--- config.mk ---
export PLATFORM = sky130hd
export DESIGN_NAME = uart_tx_arbiter
export DESIGN_NICKNAME = d
export VERILOG_FILES = /design/src/rtl/uart_tx_arbiter.sv
export SDC_FILE = /design/constraint.sdc
export NUM_CORES = 1
export LEC_CHECK = 0
export CORE_MARGIN = 2
export CORE_UTILIZATION = 40
export CTS_CLUSTER_SIZE = 8
export DETAILED_ROUTE_END_ITERATION = 7
export PLACE_DENSITY = 0.85
export SYNTH_ARGS = -nofsm -noshare
export SYNTH_HDL_FRONTEND = slang
export SYNTH_SLANG_ARGS = --single-unit
--- constraint.sdc ---
create_clock -name i_clk -period 2.2 [get_ports i_clk]
set_input_delay 0.66 -clock i_clk [delete_from_list [all_inputs] [get_ports i_clk]]
set_output_delay 0.66 -clock i_clk [all_outputs]
set_load 0.02 [all_outputs]
--- src/rtl/uart_tx_arbiter.sv ---
// Round-robin arbiter sharing one UART TX between N_REQ byte sources; grant is held per frame.
// Optional watchdog abort is compiled in with `UART_TX_ARBITER_WATCHDOG_EN.
module uart_tx_arbiter #(
  parameter int unsigned NB_DATA    = 8,
  parameter int unsigned N_REQ      = 4,
  parameter int unsigned NB_TIMEOUT = 16
) (
  input  logic                     i_clk,
  input  logic                     i_rst,
  input  logic [N_REQ-1:0]         i_req_valid,
  input  logic [N_REQ*NB_DATA-1:0] i_req_data,
  input  logic [N_REQ-1:0]         i_req_last,
  output logic [N_REQ-1:0]         o_req_ready,
  output logic [N_REQ-1:0]         o_grant,
  input  logic                     i_done_tx,
  output logic                     o_tx_start,
  output logic [NB_DATA-1:0]       o_tx_data,
  output logic                     o_busy,
  output logic                     o_timeout
);

  localparam int unsigned PTR_W = (N_REQ > 1) ? $clog2(N_REQ) : 1;

  if (N_REQ < 2 || N_REQ > 8 || NB_TIMEOUT < 2) begin : g_bad_cfg
    $error("uart_tx_arbiter: unsupported N_REQ or NB_TIMEOUT");
  end

  typedef enum logic [1:0] {S_IDLE, S_LOAD, S_SEND, S_WAIT} state_e;

  state_e               state_q;
  logic [N_REQ-1:0]     grant_q;
  logic [PTR_W-1:0]     gidx_q;
  logic [PTR_W-1:0]     ptr_q;
  logic [NB_DATA-1:0]   tx_data_q;
  logic                 last_q;
  logic                 tx_start_q;
  logic                 busy_q;
  logic                 done_prev_q;

  logic                 pick_vld_d;
  logic [PTR_W-1:0]     pick_idx_d;
  logic [NB_DATA-1:0]   req_bytes_c [N_REQ];
  logic                 gnt_valid_c;
  logic                 done_rise_c;
  logic                 wdg_fire_c;

  for (genvar k = 0; k < N_REQ; k++) begin : g_unpack
    assign req_bytes_c[k] = i_req_data[k*NB_DATA +: NB_DATA];
  end

  assign gnt_valid_c = i_req_valid[gidx_q];
  assign done_rise_c = i_done_tx & ~done_prev_q;

  // Ready is the only combinational output: owner's valid while the byte slot is open.
  assign o_req_ready = (state_q == S_LOAD) ? (grant_q & i_req_valid) : '0;

  assign o_grant    = grant_q;
  assign o_tx_start = tx_start_q;
  assign o_tx_data  = tx_data_q;
  assign o_busy     = busy_q;

  // First valid requester after ptr, wrapping.
  always_comb begin
    int unsigned idx;
    pick_vld_d = 1'b0;
    pick_idx_d = '0;
    idx        = 0;
    for (int unsigned i = 1; i <= N_REQ; i++) begin
      idx = (32'(ptr_q) + i) % N_REQ;
      if (!pick_vld_d && i_req_valid[PTR_W'(idx)]) begin
        pick_vld_d = 1'b1;
        pick_idx_d = PTR_W'(idx);
      end
    end
  end

  always_ff @(posedge i_clk) begin
    if (!i_rst) begin
      state_q     <= S_IDLE;
      grant_q     <= '0;
      gidx_q      <= '0;
      ptr_q       <= PTR_W'(N_REQ - 1);
      tx_data_q   <= '0;
      last_q      <= 1'b0;
      tx_start_q  <= 1'b0;
      busy_q      <= 1'b0;
      done_prev_q <= 1'b0;
    end else begin
      done_prev_q <= i_done_tx;
      tx_start_q  <= 1'b0;
      if (wdg_fire_c) begin
        ptr_q   <= gidx_q;
        grant_q <= '0;
        busy_q  <= 1'b0;
        state_q <= S_IDLE;
      end else begin
        unique case (state_q)
          S_IDLE: begin
            if (pick_vld_d) begin
              gidx_q  <= pick_idx_d;
              grant_q <= N_REQ'(1) << pick_idx_d;
              busy_q  <= 1'b1;
              state_q <= S_LOAD;
            end
          end
          S_LOAD: begin
            if (gnt_valid_c) begin
              tx_data_q  <= req_bytes_c[gidx_q];
              last_q     <= i_req_last[gidx_q];
              tx_start_q <= 1'b1;
              state_q    <= S_SEND;
            end
          end
          S_SEND: state_q <= S_WAIT;
          S_WAIT: begin
            if (done_rise_c) begin
              if (last_q) begin
                ptr_q   <= gidx_q;
                grant_q <= '0;
                busy_q  <= 1'b0;
                state_q <= S_IDLE;
              end else begin
                state_q <= S_LOAD;
              end
            end
          end
          default: state_q <= S_IDLE;
        endcase
      end
    end
  end

`ifdef UART_TX_ARBITER_WATCHDOG_EN
  localparam logic [NB_TIMEOUT-1:0] WDG_MAX = '1;

  logic [NB_TIMEOUT-1:0] wdg_cnt_q;
  logic                  in_frame_q;
  logic                  timeout_q;
  logic                  wdg_leave_c;
  logic                  wdg_count_c;

  // Any state change at this edge restarts the count in the new state.
  assign wdg_leave_c = (state_q == S_IDLE) || (state_q == S_SEND) ||
                       ((state_q == S_LOAD) && gnt_valid_c) ||
                       ((state_q == S_WAIT) && done_rise_c);
  assign wdg_count_c = (state_q == S_WAIT) || ((state_q == S_LOAD) && in_frame_q);
  assign wdg_fire_c  = wdg_count_c && !wdg_leave_c &&
                       (wdg_cnt_q == WDG_MAX - NB_TIMEOUT'(1));
  assign o_timeout   = timeout_q;

  always_ff @(posedge i_clk) begin
    if (!i_rst) begin
      wdg_cnt_q  <= '0;
      in_frame_q <= 1'b0;
      timeout_q  <= 1'b0;
    end else begin
      timeout_q <= wdg_fire_c;
      if (wdg_fire_c || wdg_leave_c) begin
        wdg_cnt_q <= '0;
      end else if (wdg_count_c) begin
        wdg_cnt_q <= wdg_cnt_q + NB_TIMEOUT'(1);
      end
      if (wdg_fire_c || (state_q == S_IDLE)) begin
        in_frame_q <= 1'b0;
      end else if ((state_q == S_WAIT) && done_rise_c && !last_q) begin
        in_frame_q <= 1'b1;
      end
    end
  end
`else
  assign wdg_fire_c = 1'b0;
  assign o_timeout  = 1'b0;
`endif

endmodule
* Word-level counts from Yosys, hierarchy flattened
Cells that the tools add are included. Widths: inputs -> output; s select.
Storage, ports and cells: output and inout bits 19, register bits 22, word-level logic and storage cells 83
Operators by class: bitwise operators 4, shift operators 1, equal/unequal tests 7, $lt $le $gt $ge 6, reductions and logical operators 14, add/sub/neg operators 4, multiplexer cells 38
Operator list (count):
- $bmux 8 s2 | 1
- $mux 4 | 4
- $mux 8 | 2
- $lt 2x3->1 const B | 5
- $mux 1 | 15
- $mux 2 | 7
- $bmux 1 s2 | 6
- $ne 2x2->1 const B | 4
- $pmux 2 s4 | 1
- $pmux 4 s2 | 1
- $reduce_and 2->1 | 3
- $reduce_and 3->1 | 2
- $add 2x1->2 const B | 2
- $add 2x2->2 const B | 2
- $and 4x4->4 | 1
- $eq 2x2->1 const B | 2
- $reduce_and 4->1 | 1
- $shl 1x2->4 const A | 1
- $ge 3x3->1 const B | 1
- $logic_and 1x1->1 | 3
- $logic_not 1->1 | 3
- $not 2->3 | 1
- $eq 2x1->1 const B | 1
- $logic_not 2->1 | 1
- other kinds (4) | 4

* Depth between registers and ports, before layout
depth in word-level cells 16, gate-level depth with buffers 6, gate-level depth less buffers 6

* Worst setup path after synthesis
OpenSTA, ideal clock, no wires.
path type input to register, start input i_req_valid[3], end register state_q[0], required time 2.081 ns, path buffers 0, arrival time 1.681 ns, library setup time 0.119 ns, setup slack 0.400 ns, cell stages on the path 4, cell sequence mux4_2 > or2_1 > o2111a_1 > o221a_1
Between the ends: cells in the longest elaborated chain, start to end 14
RTL lines:
- from (decl) | line 10 | input logic [N_REQ-1:0] i_req_valid,
- $bmux 1 s2 | line 70 | if (!pick_vld_d && i_req_valid[PTR_W'(idx)]) begin
- $mux 1 (not written as such) | line 70
- $mux 1 | line 70
- $logic_not 1->1 | line 70
- $logic_and 1x1->1 | line 70
- $mux 1 | line 70
- $logic_not 1->1 | line 70
- $logic_and 1x1->1 | line 70
- $mux 1 | line 70
- $logic_not 1->1 | line 70
- $logic_and 1x1->1 | line 70
- $mux 1 | line 70
- $ne 2x2->1 (no source line)
- $reduce_and 3->1 (no source line) (*)
- to (signal assigned) | line 79 | state_q <= S_IDLE;
- to (signal assigned) | line 95 | state_q <= S_IDLE;
- to (signal assigned) | line 103 | state_q <= S_LOAD;
- to (decl) | line 30 | state_e state_q;
Every way passes the cells marked *; elsewhere a longest branch is shown, timed or not. The select of a mux whose other input is x is not followed. A chain may end at the register's enable or synchronous reset.

* Worst setup path after layout
start input i_req_valid[3], end output o_req_ready[3]
Between the ends: cells in the longest elaborated chain, start to end 2
RTL lines:
- $and 4x4->4 | line 55 | assign o_req_ready = (state_q == S_LOAD) ? (grant_q & i_req_valid) : '0;
- $mux 4 | line 55
- to (decl) | line 13 | output logic [N_REQ-1:0] o_req_ready,
Every way passes these cells.

==> results.cfg <==
[finish]
most-common-layout-cells = sky130_fd_sc_hd__clkdlybuf4s50_1 (56), sky130_fd_sc_hd__dfxtp_1 (22), sky130_fd_sc_hd__buf_4 (15)
n_antenna_cell = 0
layout-drive-gt1-share_pct = 18.6
num-nets-final = 247
layout-area-overhead-vs-synth_pct = 61.6
most_common_library_cell_in_the_layout_ignoring_fill_and_taps = sky130_fd_sc_hd__clkdlybuf4s50_1

[clocking]
cts-buffers-inserted = 3
ctsHoldBuffers = 0
tritoncts_clock_tree = yes
clock_latency_ps = 310
max_buffers_root_to_sink = 2
clock_sink_count = 22
clk_root_buffer_cell = sky130_fd_sc_hd__clkbuf_4
cts_max_level = 1
clk_pin_slew_worst_paths_ps = 110

[power_and_ir_drop]
max-vdd-ir-drop_v = 0.000476
leakage_uw = 0.000879
pwr_per_cell_area_mw_per_mm2 = 808
fin_total_pwr_uw = 1620

[floorplanning]
initial_utilization_pct = 41.4
row_count = 20
io-pin-count = 62
coreArea_mm2 = 0.00300
die_h_um = 59.8
chip_width_um = 59.8
design.die.area_mm2 = 0.00357

[grt]
antenna_found_initial = 0
grt_util_all_layers_pct = 20.1
globalRouteOverflowTotal = 0
pin_count_of_the_biggest_net_entering_global_routing = 13
grt_pass1_vias = 1155
grt_first_pass_wirelength_um = 5310

[route]
drt_drc_violations_left = 0
via_per_inst = 5.35
number_of_violations_reported_at_the_end_of_detailed_routing_iteration_0 = 70
per_cell_routed_wire_length_um = 15.2
firstDrtPassIters = 4
route.antenna.remaining_nets = 0
drt_wl_total_um = 3530
via_count = 1241

[logic_synthesis]
synth_warnings = 0
synth_cell_types = 34
syn-instance-count = 125
synthesis.area_per_instance_um2 = 9.95
synth_seq_cells = 22
mappedNetlistNets = 172
yosysSeqAreaShare_pct = 35.4
area_of_the_mapped_netlist_mm2 = 0.00124

[sta]
fmax_ghz = 0.477
post-route-period-util_pct = 95.2
timing_hold_violations_final = 0
total_setup_violations_reported_at_the_end_of_the_flow = 0
final_max_slew_viol_count = 0
setup_repair_after_global_routing_missed_its_margin = false
timing.final.crit_period_ps = 2100
fin_skew_ps = 3.93
setup_slack_ps = 105

[placed_design]
dp.final_hpwl_um = 2930
pre_cts_slack_ps = -357
io_buffer_count = 60
place_congestion = 0.872

[hold_path]
holdCritPathClass = flip-flop to flip-flop

[worst_setup_path]
cp.required_ps = 1540
setup.worst_path.end_class = output port
worstSetupStartpointType = input port
timing.critical_path.arrival_ps = 1440
cp_max_fo = 2
worst-setup-path-type = input port to output port

[flow_run]
maxCapViolations = 0

[status]
outcome = complete, no violations
-- flip-flops by register name, summed over array words and instances, names as in the netlist --
signal       count
o_tx_start       1
gidx_q           2
o_busy           1
o_grant          4
ptr_q            2
last_q           1
o_tx_data        8
done_prev_q      1
state_q          2
-- critical path, stage by stage --
cell and delay (ps):
sky130_fd_sc_hd__clkdlybuf4s50_1 470, sky130_fd_sc_hd__and3_1 140, sky130_fd_sc_hd__buf_2 160
-- cell usage after synthesis --
cell type                   instances  area share (%)
sky130_fd_sc_hd__dfxtp_1           22              35
sky130_fd_sc_hd__nor2_1            14             4.2
sky130_fd_sc_hd__mux2i_1           11             8.9
sky130_fd_sc_hd__nand2_1           11             3.3
sky130_fd_sc_hd__mux4_2            10              18
sky130_fd_sc_hd__inv_1              8             2.4
sky130_fd_sc_hd__and3_1             5             2.5
sky130_fd_sc_hd__a21oi_1            4             1.6
sky130_fd_sc_hd__ha_1               4             4.0
sky130_fd_sc_hd__nand3_1            4             1.6
sky130_fd_sc_hd__clkbuf_1           3            0.91
sky130_fd_sc_hd__o21ai_0            3             1.2
sky130_fd_sc_hd__a22o_1             2             1.4
sky130_fd_sc_hd__nand3b_1           2             1.2
sky130_fd_sc_hd__nor4_1             2             1.0
sky130_fd_sc_hd__o2bb2ai_1          2             1.4
sky130_fd_sc_hd__a211o_1            1            0.70
sky130_fd_sc_hd__a21boi_0           1            0.60
sky130_fd_sc_hd__a21o_1             1            0.60
sky130_fd_sc_hd__a31oi_1            1            0.50
sky130_fd_sc_hd__buf_1              1            0.30
sky130_fd_sc_hd__buf_2              1            0.40
sky130_fd_sc_hd__buf_4              1            0.60
sky130_fd_sc_hd__conb_1             1            0.30
sky130_fd_sc_hd__nand2_2            1            0.50
sky130_fd_sc_hd__nand2b_1           1            0.50
sky130_fd_sc_hd__nand4b_1           1            0.70
sky130_fd_sc_hd__nor2b_1            1            0.50
sky130_fd_sc_hd__o2111a_1           1            0.91
sky130_fd_sc_hd__o21a_1             1            0.60
sky130_fd_sc_hd__o221a_1            1            0.91
sky130_fd_sc_hd__o221a_2            1            0.91
sky130_fd_sc_hd__o41ai_1            1            0.70
sky130_fd_sc_hd__or2_1              1            0.50
-- where the power goes --
group          internal (uW)  leakage (uW)  switching (uW)
Sequential               480      0.000180            57.3
Combinational            482      0.000678             388
Clock                    101     0.0000210             116
Total                   1060      0.000879             561
-- what timing repair did --
| action | 4_1_cts | 5_1_grt |
|---|---|---|
| endpoints found under the setup margin | 4 | 3 |
| resized for setup | 13 | 4 |
| cloned | 0 | 0 |
| buffers inserted | 0 | 0 |
-- area by class of cell --
cell class	instances	area [um^2]
Fill cell	232	993
Multi-Input combinational cell	89	748
Timing Repair Buffer	76	713
Sequential cell	22	440
Tap cell	33	41.3
Clock buffer	4	36.3
Inverter	8	30.0
-- stage by stage --
| stage | cells | TNS [ps] | area [um^2] | hold WS, ps | utilization, % |
|---|---|---|---|---|---|
| floorplan | 125 | 0 | 1240 | 468 | - |
| global placement | 228 | -2820 | 1990 | 476 | 66.3 |
| detailed placement | 228 | -3380 | 1990 | 475 | 66.3 |
| CTS | 232 | 0 | 2030 | 497 | 67.5 |
| global route | 232 | 0 | 2010 | 514 | 66.9 |
| finish | 232 | 0 | 2010 | 489 | 66.9 |
-- layer usage --
layer	part of all wire [%]	up-vias	track usage, %
met5	0	-	0
met3	3.0	6	4.55
li1	-	604	-
met1	42	605	26.7
met4	1.7	0	6.98
met2	53	26	32.0
-- final timing paths --
| kind | start | to | slack, ps | cells past startpoint |
|---|---|---|---|---|
| worst max-delay path | i_req_valid[3] | o_req_ready[3] | 100 | 3 |
| worst min-delay path | o_grant[1]$_SDFFE_PN0P_ | o_grant[1]$_SDFFE_PN0P_ | 490 | 1 |
| worst max register to register | gidx_q[0]$_SDFFE_PN0P_ | state_q[0]$_SDFFE_PN0P_ | 610 | 4 |
| worst min register to register | o_grant[1]$_SDFFE_PN0P_ | o_grant[1]$_SDFFE_PN0P_ | 490 | 1 |
-- cells by family after synthesis --
kind of cell,share of synthesized area (%)
compound gates,12.1
fa+ha+maj,4.02
buf+inv,4.63
flops,35.4
mux,27.0
other cells,0.302
simple gates,16.6
No activity file was read; power rests on OpenSTA's default activity.
